File: config.mk
export PLATFORM = sky130hd
export DESIGN_NAME = idelay_eye_scanner
export DESIGN_NICKNAME = d
export VERILOG_FILES = /design/src/rtl/idelay_eye_scanner.sv
export SDC_FILE = /design/constraint.sdc
export NUM_CORES = 1
export LEC_CHECK = 0
export CORE_ASPECT_RATIO = 0.8
export CORE_MARGIN = 3
export CORE_UTILIZATION = 40
export DETAILED_ROUTE_END_ITERATION = 10
export SLEW_MARGIN = 20
export SYNTH_ARGS = -nofsm -noshare
export SYNTH_HDL_FRONTEND = slang
export SYNTH_SLANG_ARGS = --single-unit
File: constraint.sdc
create_clock -name clk -period 3.25 [get_ports clk]
set_clock_uncertainty 0.2 [all_clocks]
set_input_delay 0.65 -clock clk [delete_from_list [all_inputs] [get_ports clk]]
set_output_delay 0.65 -clock clk [all_outputs]
set_load 0.01 [all_outputs]
File: src/rtl/idelay_eye_scanner.sv
// IDELAYE2 eye scanner: sweeps all 32 taps over a toggling training pattern,
// finds the widest passing window and loads the tap at its centre.
module idelay_eye_scanner #(
    parameter int SETTLE_CYCLES = 16,
    parameter int SAMPLE_CYCLES = 256
) (
    input  logic       clk,
    input  logic       rst_n,
    input  logic       cal_rdy,
    input  logic       start,
    input  logic       sample_in,
    input  logic [4:0] dly_cntvalue_out,
    output logic       dly_ld,
    output logic [4:0] dly_cntvalue,
    output logic       busy,
    output logic       done,
    output logic       found,
    output logic [4:0] best_tap,
    output logic [5:0] win_len,
    output logic       load_err
);

    typedef enum logic [2:0] {
        S_IDLE, S_LOAD, S_SETTLE, S_SAMPLE, S_EVAL, S_APPLY, S_DONE
    } state_t;

    localparam int CNT_MAX = (SETTLE_CYCLES > SAMPLE_CYCLES) ? SETTLE_CYCLES : SAMPLE_CYCLES;
    localparam int CW      = $clog2(CNT_MAX + 1);

    state_t        r_state;
    state_t        w_next;
    logic [CW-1:0] r_cnt;
    logic [4:0]    r_tap;
    logic [4:0]    r_run_start;
    logic [4:0]    r_best_start;
    logic [4:0]    r_best_tap;
    logic [4:0]    r_cntvalue;
    logic [5:0]    r_run_len;
    logic [5:0]    r_best_len;
    logic [5:0]    r_win_len;
    logic          r_prev;
    logic          r_fail;
    logic          r_found;
    logic          r_load_err;

    logic          w_abort;
    logic          w_accept;
    logic          w_go;
    logic          w_settle_last;
    logic          w_sample_last;
    logic [5:0]    w_run_len_inc;
    logic [4:0]    w_run_start_eff;
    logic [4:0]    w_center;
    logic [4:0]    w_apply_tap;

    assign w_abort         = (r_state != S_IDLE) && !cal_rdy;
    assign w_accept        = (r_state == S_IDLE) && start && cal_rdy;
    assign w_go            = cal_rdy && rst_n;
    assign w_settle_last   = (r_cnt == CW'(SETTLE_CYCLES - 1));
    assign w_sample_last   = (r_cnt == CW'(SAMPLE_CYCLES - 1));
    assign w_run_len_inc   = r_run_len + 6'd1;
    assign w_run_start_eff = (r_run_len == 6'd0) ? r_tap : r_run_start;
    // best_len is 1..32 here, so the floor-centre offset fits in 5 bits.
    assign w_center        = r_best_start + 5'((r_best_len - 6'd1) >> 1);
    assign w_apply_tap     = (r_best_len != 6'd0) ? w_center : 5'd0;

    always_ff @(posedge clk) begin
        if (!rst_n) begin
            r_state <= S_IDLE;
        end else begin
            r_state <= w_next;
        end
    end

    always_comb begin
        w_next = r_state;
        case (r_state)
            S_IDLE:   if (start && cal_rdy) w_next = S_LOAD;
            S_LOAD:   w_next = S_SETTLE;
            S_SETTLE: if (w_settle_last) w_next = S_SAMPLE;
            S_SAMPLE: if (w_sample_last) w_next = S_EVAL;
            S_EVAL:   w_next = (r_tap == 5'd31) ? S_APPLY : S_LOAD;
            S_APPLY:  w_next = S_DONE;
            S_DONE:   w_next = S_IDLE;
            default:  w_next = S_IDLE;
        endcase
        if (w_abort) begin
            w_next = S_IDLE;
        end
    end

    // Loads are suppressed while aborting or in reset so no stray LD reaches the IDELAY.
    always_comb begin
        dly_ld       = 1'b0;
        dly_cntvalue = r_cntvalue;
        busy         = (r_state != S_IDLE);
        done         = 1'b0;
        case (r_state)
            S_LOAD: begin
                if (w_go) begin
                    dly_ld       = 1'b1;
                    dly_cntvalue = r_tap;
                end
            end
            S_APPLY: begin
                if (w_go) begin
                    dly_ld       = 1'b1;
                    dly_cntvalue = w_apply_tap;
                end
            end
            S_DONE: done = w_go;
            default: ;
        endcase
    end

    always_ff @(posedge clk) begin
        if (!rst_n) begin
            r_cnt        <= '0;
            r_tap        <= 5'd0;
            r_run_start  <= 5'd0;
            r_best_start <= 5'd0;
            r_best_tap   <= 5'd0;
            r_cntvalue   <= 5'd0;
            r_run_len    <= 6'd0;
            r_best_len   <= 6'd0;
            r_win_len    <= 6'd0;
            r_prev       <= 1'b0;
            r_fail       <= 1'b0;
            r_found      <= 1'b0;
            r_load_err   <= 1'b0;
        end else begin
            if (dly_ld) begin
                r_cntvalue <= dly_cntvalue;
            end
            case (r_state)
                S_IDLE: begin
                    if (w_accept) begin
                        r_cnt        <= '0;
                        r_tap        <= 5'd0;
                        r_run_start  <= 5'd0;
                        r_run_len    <= 6'd0;
                        r_best_start <= 5'd0;
                        r_best_len   <= 6'd0;
                        r_fail       <= 1'b0;
                        r_found      <= 1'b0;
                        r_load_err   <= 1'b0;
                    end
                end
                S_SETTLE: begin
                    if (w_settle_last) begin
                        r_cnt <= '0;
                        if (dly_cntvalue_out != r_tap) begin
                            r_load_err <= 1'b1;
                        end
                    end else begin
                        r_cnt <= r_cnt + CW'(1);
                    end
                end
                S_SAMPLE: begin
                    r_prev <= sample_in;
                    if ((r_cnt != '0) && (sample_in == r_prev)) begin
                        r_fail <= 1'b1;
                    end
                    if (w_sample_last) begin
                        r_cnt <= '0;
                    end else begin
                        r_cnt <= r_cnt + CW'(1);
                    end
                end
                S_EVAL: begin
                    if (!r_fail) begin
                        r_run_len   <= w_run_len_inc;
                        r_run_start <= w_run_start_eff;
                        // Strict compare keeps the earlier window on a tie.
                        if (w_run_len_inc > r_best_len) begin
                            r_best_len   <= w_run_len_inc;
                            r_best_start <= w_run_start_eff;
                        end
                    end else begin
                        r_run_len <= 6'd0;
                    end
                    r_fail <= 1'b0;
                    if (r_tap != 5'd31) begin
                        r_tap <= r_tap + 5'd1;
                    end
                end
                S_APPLY: begin
                    if (cal_rdy) begin
                        r_best_tap <= w_apply_tap;
                        r_win_len  <= r_best_len;
                        r_found    <= (r_best_len != 6'd0);
                    end
                end
                default: ;
            endcase
            if (w_abort) begin
                r_cnt   <= '0;
                r_fail  <= 1'b0;
                r_found <= 1'b0;
            end
        end
    end

    assign found    = r_found;
    assign best_tap = r_best_tap;
    assign win_len  = r_win_len;
    assign load_err = r_load_err;

endmodule

==> insert_results.sql, run 1 <==
INSERT INTO impl_metrics (metric_group, metric, value, unit) VALUES
('routing', 'postRouteWirelength', '8557', 'microns'),
('final_layout', 'layout-drive-gt1-share', '0.2113', ''),
('cts', 'clock_tree.buffer_depth', '2', ''),
('critical_path', 'reg2reg_slack', '0.73', 'ns'),
('cts', 'htree_num_levels', '3', ''),
('timing', 'grt_setup_unrepaired', 'true', ''),
('yosys', 'netlist_top_cells_area', 'sky130_fd_sc_hd__dfxtp_1 35%, sky130_fd_sc_hd__ha_1 7.5%, sky130_fd_sc_hd__nand2_1 6.8%', ''),
('critical_path', 'reg2reg_depth', '9', ''),
('cts', 'cts_inserted_buffers', '9', ''),
('timing', 'timing.final.crit_share', '0.9911', ''),
('global_route', 'grt_start_max_net_pins', '24', ''),
('die', 'rows', '29', ''),
('yosys', 'yosys-top-cells-count', '60 x sky130_fd_sc_hd__nand2_1, 59 x sky130_fd_sc_hd__dfxtp_1, 35 x sky130_fd_sc_hd__a21oi_1', ''),
('cts', 'cts_tree', 'yes', ''),
('critical_path', 'crit_path_end_kind', 'output pin', ''),
('timing', 'timing.max_slew.rel_slack', '0.5351', ''),
('min_path', 'worstHoldPathType', 'register to register', ''),
('yosys', 'synth-seq-area-share', '0.3544', ''),
('power', 'p_leak', '1.747', 'nW'),
('timing', 'timing.fmax', '0.3104', 'GHz'),
('final_layout', 'final_cells', '586', ''),
('power', 'p_clk_frac', '0.476', ''),
('yosys', 'yosysTopAreaCellShare', '0.3544', ''),
('min_path', 'worstHoldEndpoint', 'win_len[1]$_SDFFE_PN0P_', ''),
('power', 'total_power', '1.606', 'mW'),
('critical_path', 'r2r-end', 'r_best_start[0]$_SDFFE_PN0P_', ''),
('flow_run', 'max_cap_violations', '0', ''),
('critical_path', 'critPathMaxFanout', '2', ''),
('die', 'fp.dieW', '108.1', 'microns'),
('yosys', 'ys_seq_elements', '59', ''),
('power', 'pwr-share-seq', '0.455', ''),
('cts', 'cts.hold.buffers_added', '0', ''),
('cts', 'clock_sinks', '59', ''),
('power', 'p_sw_frac', '0.2261', ''),
('yosys', 'synth_most_common_cell', 'sky130_fd_sc_hd__nand2_1', ''),
('outcome', 'status', 'finished, final reports clean', ''),
('critical_path', 'worstPathRequired', '2.40', 'ns'),
('cts', 'clkLatencyLatePin', '0.34', 'ns'),
('yosys', 'avgSynthCellArea', '8.090', 'sq um'),
('die', 'floorplan.initialDensity', '0.4157', ''),
('yosys', 'synthesis.area', '3333', 'sq um'),
('yosys', 'synth_async_sr_flop_share', '0', ''),
('yosys', 'synth-edff-count', '0', ''),
('routing', 'route.vias.total', '3050', ''),
('routing', 'drtIter0Drc', '123', ''),
('critical_path', 'worstSetupPathType', 'register to output pin', ''),
('yosys', 'synth_area_leader_cell', 'sky130_fd_sc_hd__dfxtp_1', ''),
('die', 'dieHeight', '87.65', 'microns'),
('timing', 'period_minus_slack', '3.221', 'ns'),
('routing', 'dr.pass1.iters', '5', ''),
('power', 'p_sw', '363.0', 'uW'),
('final_layout', 'syn_to_final_growth', '29.43', '%'),
('routing', 'residual_drc_count', '0', ''),
('global_route', 'first_global_vias', '2911', ''),
('global_route', 'overflow', '0', ''),
('yosys', 'yosysWarningCount', '0', ''),
('cts', 'clkSlewWorstSetupHoldPaths', '0.07', 'ns'),
('critical_path', 'regToRegStartpoint', 'r_run_len[0]$_SDFFE_PN0P_', ''),
('final_layout', 'nets', '504', ''),
('timing', 'timing.final.hold_violations', '0', ''),
('power', 'power_density', '372.2', 'nW/um^2'),
('yosys', 'synth.lib_cells_used.distinct', '52', ''),
('place', 'place.detailed.hpwl', '6144', 'microns'),
('die', 'num_io_pins', '31', ''),
('global_route', 'grt_first_pass_wirelength', '14010', 'microns'),
('die', 'floorplan.core_area', '8019', 'sq um'),
('global_route', 'track_usage', '0.1860', ''),
('power', 'power_report.internal_total', '1.243', 'mW'),
('place', 'place.port_buffers', '30', ''),
('critical_path', 'worst_ep_arrival_time', '2.37', 'ns'),
('global_route', 'grt_antenna_before_repair', '0', '');
## area by class of cell
class	instances	area, sq um
repair buffers	69	584.3
well taps	108	135.1
inverters	21	78.83
clock buffers	12	155.1
clock inverters	4	72.57
fillers	738	3705
multi-input cells	313	2103
flip-flops and latches	59	1185
## state kept, by name, summed over array words and instances (netlist names), 3 cells and up
register / count
r_cntvalue: 5
r_best_start: 5
best_tap: 5
r_best_len: 6
r_run_len: 6
r_run_start: 5
win_len: 6
r_tap: 5
r_state: 3
r_cnt: 9
## cell families (layout without fill, tap and decap cells)
kind of cell / after synthesis / after routing / share of synthesized area
xor+xnor: 19 / 19 / 0.04993
compound gates: 87 / 87 / 0.1663
buf+inv: 40 / 106 / 0.05330
mux: 16 / 16 / 0.04993
flops: 59 / 59 / 0.3544
fa+ha+maj: 21 / 21 / 0.08108
simple gates: 170 / 170 / 0.2451
## timing repair
item | 4_1_cts | 5_1_grt
gates resized for setup | 31 | 19
pin swaps | 11 | 16
setup endpoints to repair | 5 | 5
buffers inserted | 3 | 3
## critical path, stage by stage (launching register included)
cell	delay [ns]
sky130_fd_sc_hd__dfxtp_2	0.34
sky130_fd_sc_hd__inv_2	0.05
sky130_fd_sc_hd__ha_4	0.23
sky130_fd_sc_hd__inv_2	0.05
sky130_fd_sc_hd__ha_2	0.18
sky130_fd_sc_hd__inv_2	0.04
sky130_fd_sc_hd__fa_2	0.34
sky130_fd_sc_hd__xor2_1	0.18
sky130_fd_sc_hd__a31oi_2	0.19
sky130_fd_sc_hd__a32oi_1	0.13
sky130_fd_sc_hd__o21ai_1	0.16
sky130_fd_sc_hd__buf_2	0.15
## how the worst max path moves through the flow
stage                                     startpoint         endpoint  slack, ns
after floorplan           r_best_len[0]$_SDFFE_PN0P_  dly_cntvalue[2]       0.31
after global placement    r_best_len[0]$_SDFFE_PN0P_  dly_cntvalue[2]      -0.19
after detailed placement  r_best_len[0]$_SDFFE_PN0P_  dly_cntvalue[2]      -0.22
after CTS                 r_best_len[1]$_SDFFE_PN0P_  dly_cntvalue[2]      -0.05
after global routing      r_best_len[0]$_SDFFE_PN0P_  dly_cntvalue[4]      -0.12
final                     r_best_len[0]$_SDFFE_PN0P_  dly_cntvalue[2]       0.03
## placed cells by master, fill, tap and decap left out, drive strengths merged, types with 9 or more instances in the layout
cell type	Yosys	routed
nand2	60	60
dfxtp	59	59
buf	6	42
a21oi	35	35
nand3	31	31
nor2	28	28
clkdlybuf4s50	0	26
ha	20	20
inv	20	20
clkbuf	13	13
nor3	12	12
mux2i	11	11
xnor2	10	10
xor2	9	9
o21ai	9	9
## power by group through the flow
| stage | combinational (mW) | sequential (mW) | clock [mW] |
|---|---|---|---|
| 6_report | 0.111 | 0.730 | 0.765 |
| 4_1_cts | 0.111 | 0.730 | 0.785 |
| 5_1_grt | 0.121 | 0.730 | 0.815 |
| 3_5_place_dp | 0.110 | 0.746 | 0 |
| 2_1_floorplan | 0.0665 | 0.744 | 0 |
| 3_3_place_gp | 0.110 | 0.746 | 0 |
## layer usage
layer  global-route usage  vias to the layer above  part of all wire
li1                     -                     1570                 -
met1               0.2527                     1413              0.50
met2               0.2957                       59              0.45
met3              0.04790                        8             0.042
met4              0.04931                        0            0.0098
met5                    0                        -                 0
## per-stage QoR
stage,setup slack (ns),hold WS (ns),TNS (ns),util,instance area (sq um)
after floorplan,0.3105,0.2424,0,-,3333
after global routing,-0.1172,0.2676,-0.1966,0.5380,4314
after global placement,-0.1918,0.2430,-0.4370,0.4885,3918
final,0.02881,0.2567,0,0.5380,4314
after CTS,-0.05306,0.2590,-0.06491,0.5261,4219
after detailed placement,-0.2219,0.2494,-0.5110,0.4885,3918
Power figures use the tool's default switching activity.
==> run 2, diff against run 1 <==
Settings changed: SKIP_CTS_REPAIR_TIMING set to 1.
==> run 2 against run 1 <==
Against the previous run:
- the run now ends with negative setup slack left
- combinational power hardly changed
- clock power barely moved
- clock-buffer cell count unchanged
- non-clock buffer count down 2
- sequential share of layout area is 0.49 points higher
- hold slack about the same
- worst setup slack worse by 0.065 ns
- total power is essentially flat
- register-to-register slack about the same
- largest power group unchanged
- highest routed layer unchanged
==> insert_results.sql, run 2 (synthesis results as in run 1) <==
INSERT INTO impl_metrics (metric_group, metric, value, unit) VALUES
('critical_path', 'worstPathRequired', '2.40', 'ns'),
('final_layout', 'final_common_cell', 'sky130_fd_sc_hd__nand2_1', ''),
('timing', 'grt_setup_unrepaired', 'true', ''),
('die', 'fp.dieW', '108.1', 'microns'),
('final_layout', 'antenna-diode-count', '0', ''),
('final_layout', 'largest_reg_flops', '9', ''),
('cts', 'clkLatencyLatePin', '0.34', 'ns'),
('place', 'dpl_worst_slack', '-0.2219', 'ns'),
('place', 'gp_routability_congestion', '0.9098', ''),
('final_layout', 'registers.top_by_ff_count', 'r_cnt', ''),
('place', 'place.detailed.hpwl', '6144', 'microns'),
('global_route', 'grt_first_pass_wirelength', '13830', 'microns'),
('cts', 'clock_tree.buffer_depth', '2', ''),
('timing', 'timing.final.hold_violations', '0', ''),
('global_route', 'overflow', '0', ''),
('critical_path', 'crit_path_end_kind', 'output pin', ''),
('final_layout', 'regArea', '1185', 'sq um'),
('outcome', 'status', 'finished, violations left', ''),
('power', 'p_leak', '1.717', 'nW'),
('timing', 'period_minus_slack', '3.287', 'ns'),
('outcome', 'failed_checks', 'negative setup slack', ''),
('routing', 'detail-route-antenna-nets', '0', ''),
('final_layout', 'layout-drive-gt1-share', '0.1891', ''),
('flow_run', 'max_cap_violations', '0', ''),
('power', 'vdd.ir_drop.worst', '0.2309', 'mV'),
('final_layout', 'post_layout_util', '0.5286', ''),
('die', 'dieHeight', '87.65', 'microns'),
('timing', 'timing.max_slew.rel_slack', '0.5351', ''),
('die', 'floorplan.core_area', '8019', 'sq um'),
('timing', 'timing.fmax', '0.3043', 'GHz'),
('final_layout', 'mostFrequentLayoutCells', '60 x sky130_fd_sc_hd__nand2_1, 56 x sky130_fd_sc_hd__dfxtp_1, 35 x sky130_fd_sc_hd__buf_4', ''),
('timing', 'timing.final.crit_share', '1.011', ''),
('routing', 'routed_wire_length_per_instance', '14.26', 'microns'),
('place', 'placedCellCount', '564', ''),
('timing', 'setup_total_negative_slack', '-0.03739', 'ns'),
('power', 'power_density', '378.8', 'nW/um^2'),
('min_path', 'worstHoldPathType', 'register to register', ''),
('cts', 'clkSlewWorstSetupHoldPaths', '0.07', 'ns'),
('final_layout', 'syn_to_final_growth', '27.18', '%'),
('routing', 'residual_drc_count', '0', ''),
('critical_path', 'worst_ep_arrival_time', '2.44', 'ns'),
('global_route', 'grt_start_max_net_pins', '24', ''),
('timing', 'timing.final.max_slew_violations', '0', ''),
('timing', 'setup-violations-final', '2', ''),
('critical_path', 'worstSetupPathType', 'register to output pin', ''),
('die', 'num_io_pins', '31', ''),
('routing', 'drtIter0Drc', '114', ''),
('cts', 'htree_num_levels', '3', ''),
('cts', 'cts-root-buf', 'sky130_fd_sc_hd__clkbuf_8', ''),
('final_layout', 'final_cells', '584', ''),
('die', 'rows', '29', ''),
('final_layout', 'multi_input_comb_area', '2047', 'sq um'),
('global_route', 'first_global_vias', '2872', ''),
('timing', 'tightest_slew', '0.6927', 'ns'),
('routing', 'route.vias.total', '3028', ''),
('final_layout', 'nets', '502', ''),
('place', 'place.port_buffers', '30', ''),
('cts', 'cts_inserted_buffers', '9', ''),
('die', 'floorplan.initialDensity', '0.4157', ''),
('cts', 'clock_sinks', '59', ''),
('critical_path', 'critPathMaxFanout', '3', ''),
('cts', 'cts_tree', 'yes', ''),
('routing', 'postRouteWirelength', '8329', 'microns'),
('die', 'die_area', '9471', 'sq um'),
('global_route', 'grt_antenna_before_repair', '0', ''),
('final_layout', 'fillers', '751', ''),
('critical_path', 'worstSetupStartpointType', 'register', ''),
('global_route', 'track_usage', '0.1832', ''),
('routing', 'dr.pass1.iters', '4', ''),
('timing', 'setup_ws', '-0.03654', 'ns'),
('routing', 'vias_per_cell', '5.185', '');
[run 2: final cells by class]
cell class	count	share of cell area
well taps	108	0.03188
multi-input cells	313	0.4829
clock buffers	12	0.03660
repair buffers	67	0.1334
clock inverters	4	0.01712
flip-flops and latches	59	0.2795
inverters	21	0.01860
[run 2: worst max-delay path, stage by stage (launching register included)]
cell and delay, ns:
sky130_fd_sc_hd__dfxtp_2 0.33, sky130_fd_sc_hd__buf_6 0.11, sky130_fd_sc_hd__or2_4 0.25, sky130_fd_sc_hd__nor2_4 0.10, sky130_fd_sc_hd__xnor2_1 0.09, sky130_fd_sc_hd__ha_1 0.38, sky130_fd_sc_hd__xor2_1 0.19, sky130_fd_sc_hd__a31oi_2 0.19
sky130_fd_sc_hd__a32oi_1 0.13, sky130_fd_sc_hd__o21ai_1 0.17, sky130_fd_sc_hd__buf_2 0.15
[run 2: final timing paths]
path / start / end / slack (ns) / depth (start not counted)
hold / removal: win_len[1]$_SDFFE_PN0P_ / win_len[1]$_SDFFE_PN0P_ / 0.26 / 2
setup / recovery: r_best_len[1]$_SDFFE_PN0P_ / dly_cntvalue[2] / -0.04 / 10
setup reg to reg: r_run_len[0]$_SDFFE_PN0P_ / r_best_start[0]$_SDFFE_PN0P_ / 0.72 / 9
hold reg to reg: win_len[1]$_SDFFE_PN0P_ / win_len[1]$_SDFFE_PN0P_ / 0.26 / 2
[run 2: report_power, final]
part	total, mW	leakage, nW	switching, mW	internal [mW]
Clock	0.765	0.113	0.293	0.473
Sequential	0.730	0.477	0.00422	0.726
Combinational	0.110	1.13	0.0663	0.0441
Total	1.61	1.72	0.363	1.24
[run 2: layer usage]
| layer | GRT usage | part of all wire | vias up | wire (microns) |
|---|---|---|---|---|
| met3 | 0.04790 | 0.044 | 10 | 363 |
| met2 | 0.2867 | 0.44 | 56 | 3645 |
| met5 | 0 | 0 | - | 0 |
| met1 | 0.2518 | 0.51 | 1394 | 4219 |
| li1 | - | - | 1568 | - |
| met4 | 0.04931 | 0.012 | 0 | 100 |
[run 2: per-stage QoR]
step,power (mW),hold slack (ns),instance area (sq um)
after floorplan,0.8104,0.2424,3333
after global placement,0.8564,0.2430,3918
after detailed placement,0.8568,0.2494,3918
after CTS,1.625,0.2590,4145
after global routing,1.666,0.2676,4239
final,1.606,0.2568,4239
==> run 3, diff against run 2 <==
Settings changed: DONT_BUFFER_PORTS set to 1, TNS_END_PERCENT set to 1.
==> run 3 against run 2 <==
Against the previous run:
- the flow now finishes without violations
- wire length up 1.7%
- clock power decreased by 11%
- clock-buffer cell count shrank 2
- first-iteration DRC count grew 95%
- worst setup slack improved by 0.039 ns
- fmax rose by 1.2%
- sequential power about the same
- die area unchanged
- total power shrank 7.0%
- global-route usage shrank 0.17 points
- sequential share of layout area increased by 3.4 points
- flip-flop and latch count did not move
- critical path type unchanged
- largest cell class unchanged
- highest routed layer unchanged
==> insert_results.sql, run 3 (synthesis results as in run 1) <==
INSERT INTO impl_metrics (metric_group, metric, value, unit) VALUES
('critical_path', 'critPathMaxFanout', '3', ''),
('routing', 'drtIter0Drc', '222', ''),
('power', 'pwr-share-seq', '0.488', ''),
('place', 'dpl_cell_area', '3467', 'sq um'),
('power', 'vdd.ir_drop.worst', '0.2093', 'mV'),
('final_layout', 'fillers', '775', ''),
('global_route', 'grt_start_max_net_pins', '25', ''),
('critical_path', 'cpMaxStageDelayCell', 'sky130_fd_sc_hd__dfxtp_4', ''),
('place', 'placedCellCount', '514', ''),
('die', 'dieHeight', '87.65', 'microns'),
('cts', 'cts_inserted_buffers', '9', ''),
('die', 'floorplan.initialDensity', '0.4157', ''),
('final_layout', 'largest_reg_flops', '9', ''),
('final_layout', 'final_area', '3796', 'sq um'),
('critical_path', 'r2r-end', 'r_cnt[7]$_SDFFE_PP0P_', ''),
('routing', 'route.vias.total', '2940', ''),
('timing', 'tightest_slew', '0.6767', 'ns'),
('min_path', 'timing.hold.worst.start', 'rst_n', ''),
('critical_path', 'reg2reg_depth', '11', ''),
('flow_run', 'max_cap_violations', '0', ''),
('critical_path', 'reg2reg_slack', '0.43', 'ns'),
('cts', 'clock_sinks', '59', ''),
('critical_path', 'regToRegStartpoint', 'r_cnt[0]$_SDFFE_PP0P_', ''),
('final_layout', 'antenna-diode-count', '0', ''),
('timing', 'timing.fmax', '0.3079', 'GHz'),
('min_path', 'worstHoldPathType', 'input pin to register', ''),
('critical_path', 'worst_ep_arrival_time', '2.40', 'ns'),
('power', 'p_sw', '368.2', 'uW'),
('place', 'place.detailed.hpwl', '5944', 'microns'),
('routing', 'dr.pass1.iters', '4', ''),
('power', 'p_clk_frac', '0.457', ''),
('timing', 'timing.final.crit_share', '0.9993', ''),
('timing', 'timing.max_slew.rel_slack', '0.5372', ''),
('timing', 'timing.final.max_slew_violations', '0', ''),
('global_route', 'track_usage', '0.1815', ''),
('die', 'floorplan.core_area', '8019', 'sq um'),
('global_route', 'overflow', '0', ''),
('final_layout', 'syn_to_final_growth', '13.89', '%'),
('die', 'rows', '29', ''),
('final_layout', 'layout-drive-gt1-share', '0.1585', ''),
('final_layout', 'registers.top_by_ff_count', 'r_cnt', ''),
('final_layout', 'final_cells', '537', ''),
('timing', 'grt_setup_unrepaired', 'true', ''),
('routing', 'postRouteWirelength', '8470', 'microns'),
('critical_path', 'crit_family', 'adder cells', ''),
('cts', 'clkLatencyLatePin', '0.34', 'ns'),
('power', 'total_power', '1.493', 'mW'),
('global_route', 'grt_antenna_before_repair', '0', ''),
('critical_path', 'worstPathRequired', '2.40', 'ns'),
('min_path', 'hold-path-cell-count', '1', ''),
('cts', 'cts-root-buf', 'sky130_fd_sc_hd__clkbuf_8', ''),
('outcome', 'status', 'finished, final reports clean', ''),
('final_layout', 'final_common_cell', 'sky130_fd_sc_hd__nand2_1', ''),
('final_layout', 'nets', '455', ''),
('cts', 'clock_tree.buffer_depth', '2', ''),
('power', 'pwr-share-comb', '0.055', ''),
('critical_path', 'worstSetupStartpointType', 'register', ''),
('final_layout', 'mostFrequentLayoutCells', '60 x sky130_fd_sc_hd__nand2_1, 56 x sky130_fd_sc_hd__dfxtp_1, 35 x sky130_fd_sc_hd__a21oi_1', ''),
('power', 'power_density', '393.3', 'nW/um^2'),
('critical_path', 'path_buf_inv', '4', ''),
('global_route', 'first_global_vias', '2767', ''),
('min_path', 'worstHoldEndpoint', 'r_cntvalue[2]$_SDFFE_PN0P_', ''),
('power', 'power_report.internal_total', '1.125', 'mW'),
('routing', 'vias_per_cell', '5.475', ''),
('place', 'place.port_buffers', '0', ''),
('cts', 'htree_num_levels', '3', ''),
('cts', 'cts_tree', 'yes', ''),
('critical_path', 'crit_path_end_kind', 'output pin', ''),
('timing', 'setup-violations-final', '0', ''),
('critical_path', 'worstSetupPathType', 'register to output pin', ''),
('critical_path', 'critical_path.startpoint', 'r_best_len[1]$_SDFFE_PN0P_', ''),
('critical_path', 'critical_path_cell_sequence', 'inv_4, ha_4, inv_2, ha_4, inv_2, fa_2, xor2_1, a31oi_2, a32oi_1, o21ai_1, buf_4', ''),
('power', 'p_sw_frac', '0.2466', ''),
('global_route', 'grt_first_pass_wirelength', '13630', 'microns'),
('die', 'die_area', '9471', 'sq um'),
('routing', 'residual_drc_count', '0', ''),
('final_layout', 'post_layout_util', '0.4734', ''),
('die', 'fp.dieW', '108.1', 'microns'),
('power', 'p_leak', '1.505', 'nW'),
('timing', 'period_minus_slack', '3.248', 'ns'),
('cts', 'clkSlewWorstSetupHoldPaths', '0.07', 'ns'),
('place', 'gp_routability_congestion', '0.8606', ''),
('routing', 'routed_wire_length_per_instance', '15.77', 'microns'),
('routing', 'detail-route-antenna-nets', '0', ''),
('timing', 'timing.final.hold_violations', '0', ''),
('critical_path', 'slowest_delay', '0.37', 'ns'),
('die', 'num_io_pins', '31', '');
-- run 3: cell count changes in the layout (fill, tap and decap cells not counted), moves of 2 or more --
cell	delta
sky130_fd_sc_hd__clkdlybuf4s50_1	-26
sky130_fd_sc_hd__buf_4	-15
sky130_fd_sc_hd__a21oi_1	+3
sky130_fd_sc_hd__a21oi_2	-3
sky130_fd_sc_hd__buf_2	-2
sky130_fd_sc_hd__buf_6	-2
sky130_fd_sc_hd__clkbuf_2	-2
sky130_fd_sc_hd__dfxtp_2	-2
sky130_fd_sc_hd__dfxtp_4	+2
sky130_fd_sc_hd__inv_1	-2
sky130_fd_sc_hd__inv_4	+2
-- run 3: metal layers --
metal	wire length [microns]	global-route usage
met1	4073	0.2471
met4	144	0.06307
met2	3736	0.2816
met5	0	0
met3	515	0.04495
-- run 3: layout make-up --
cell class,instances,area (sq um),share of cell area
clock buffer,10,137.6,0.03626
clock inverter,6,63.81,0.01681
inverter,21,83.83,0.02208
multi-input combinational,313,2036,0.5363
sequential,59,1190,0.3134
tap,108,135.1,0.03560
timing repair buffer,20,150.1,0.03955
-- run 3: worst max path at each step --
| stage | to | slack (ns) | cells past startpoint |
|---|---|---|---|
| final | dly_cntvalue[2] | 0.002 | 11 |
| after global routing | dly_cntvalue[4] | -0.17 | 5 |
| after CTS | dly_cntvalue[2] | -0.29 | 11 |
| after detailed placement | dly_cntvalue[2] | 0.1 | 11 |
| after global placement | dly_cntvalue[2] | 0.20 | 11 |
| after floorplan | dly_cntvalue[2] | 0.31 | 10 |
-- run 3: metrics by stage --
step	setup WS [ns]	hold WS, ns	setup TNS (ns)
after detailed placement	0.09671	0.2585	0
after global routing	-0.1706	0.2306	-0.2772
after global placement	0.2043	0.2587	0
final	0.002178	0.2326	0
after floorplan	0.3105	0.2424	0
after CTS	-0.2885	0.2267	-0.5091
-- run 3: power by group through the flow --
stage                     Combinational, mW  Sequential (mW)  Clock (mW)
after floorplan                      0.0665            0.744           0
after global placement               0.0806            0.746           0
after detailed placement             0.0811            0.746           0
after CTS                            0.0813            0.729       0.704
after global routing                 0.0899            0.728       0.735
final                                0.0818            0.728       0.683
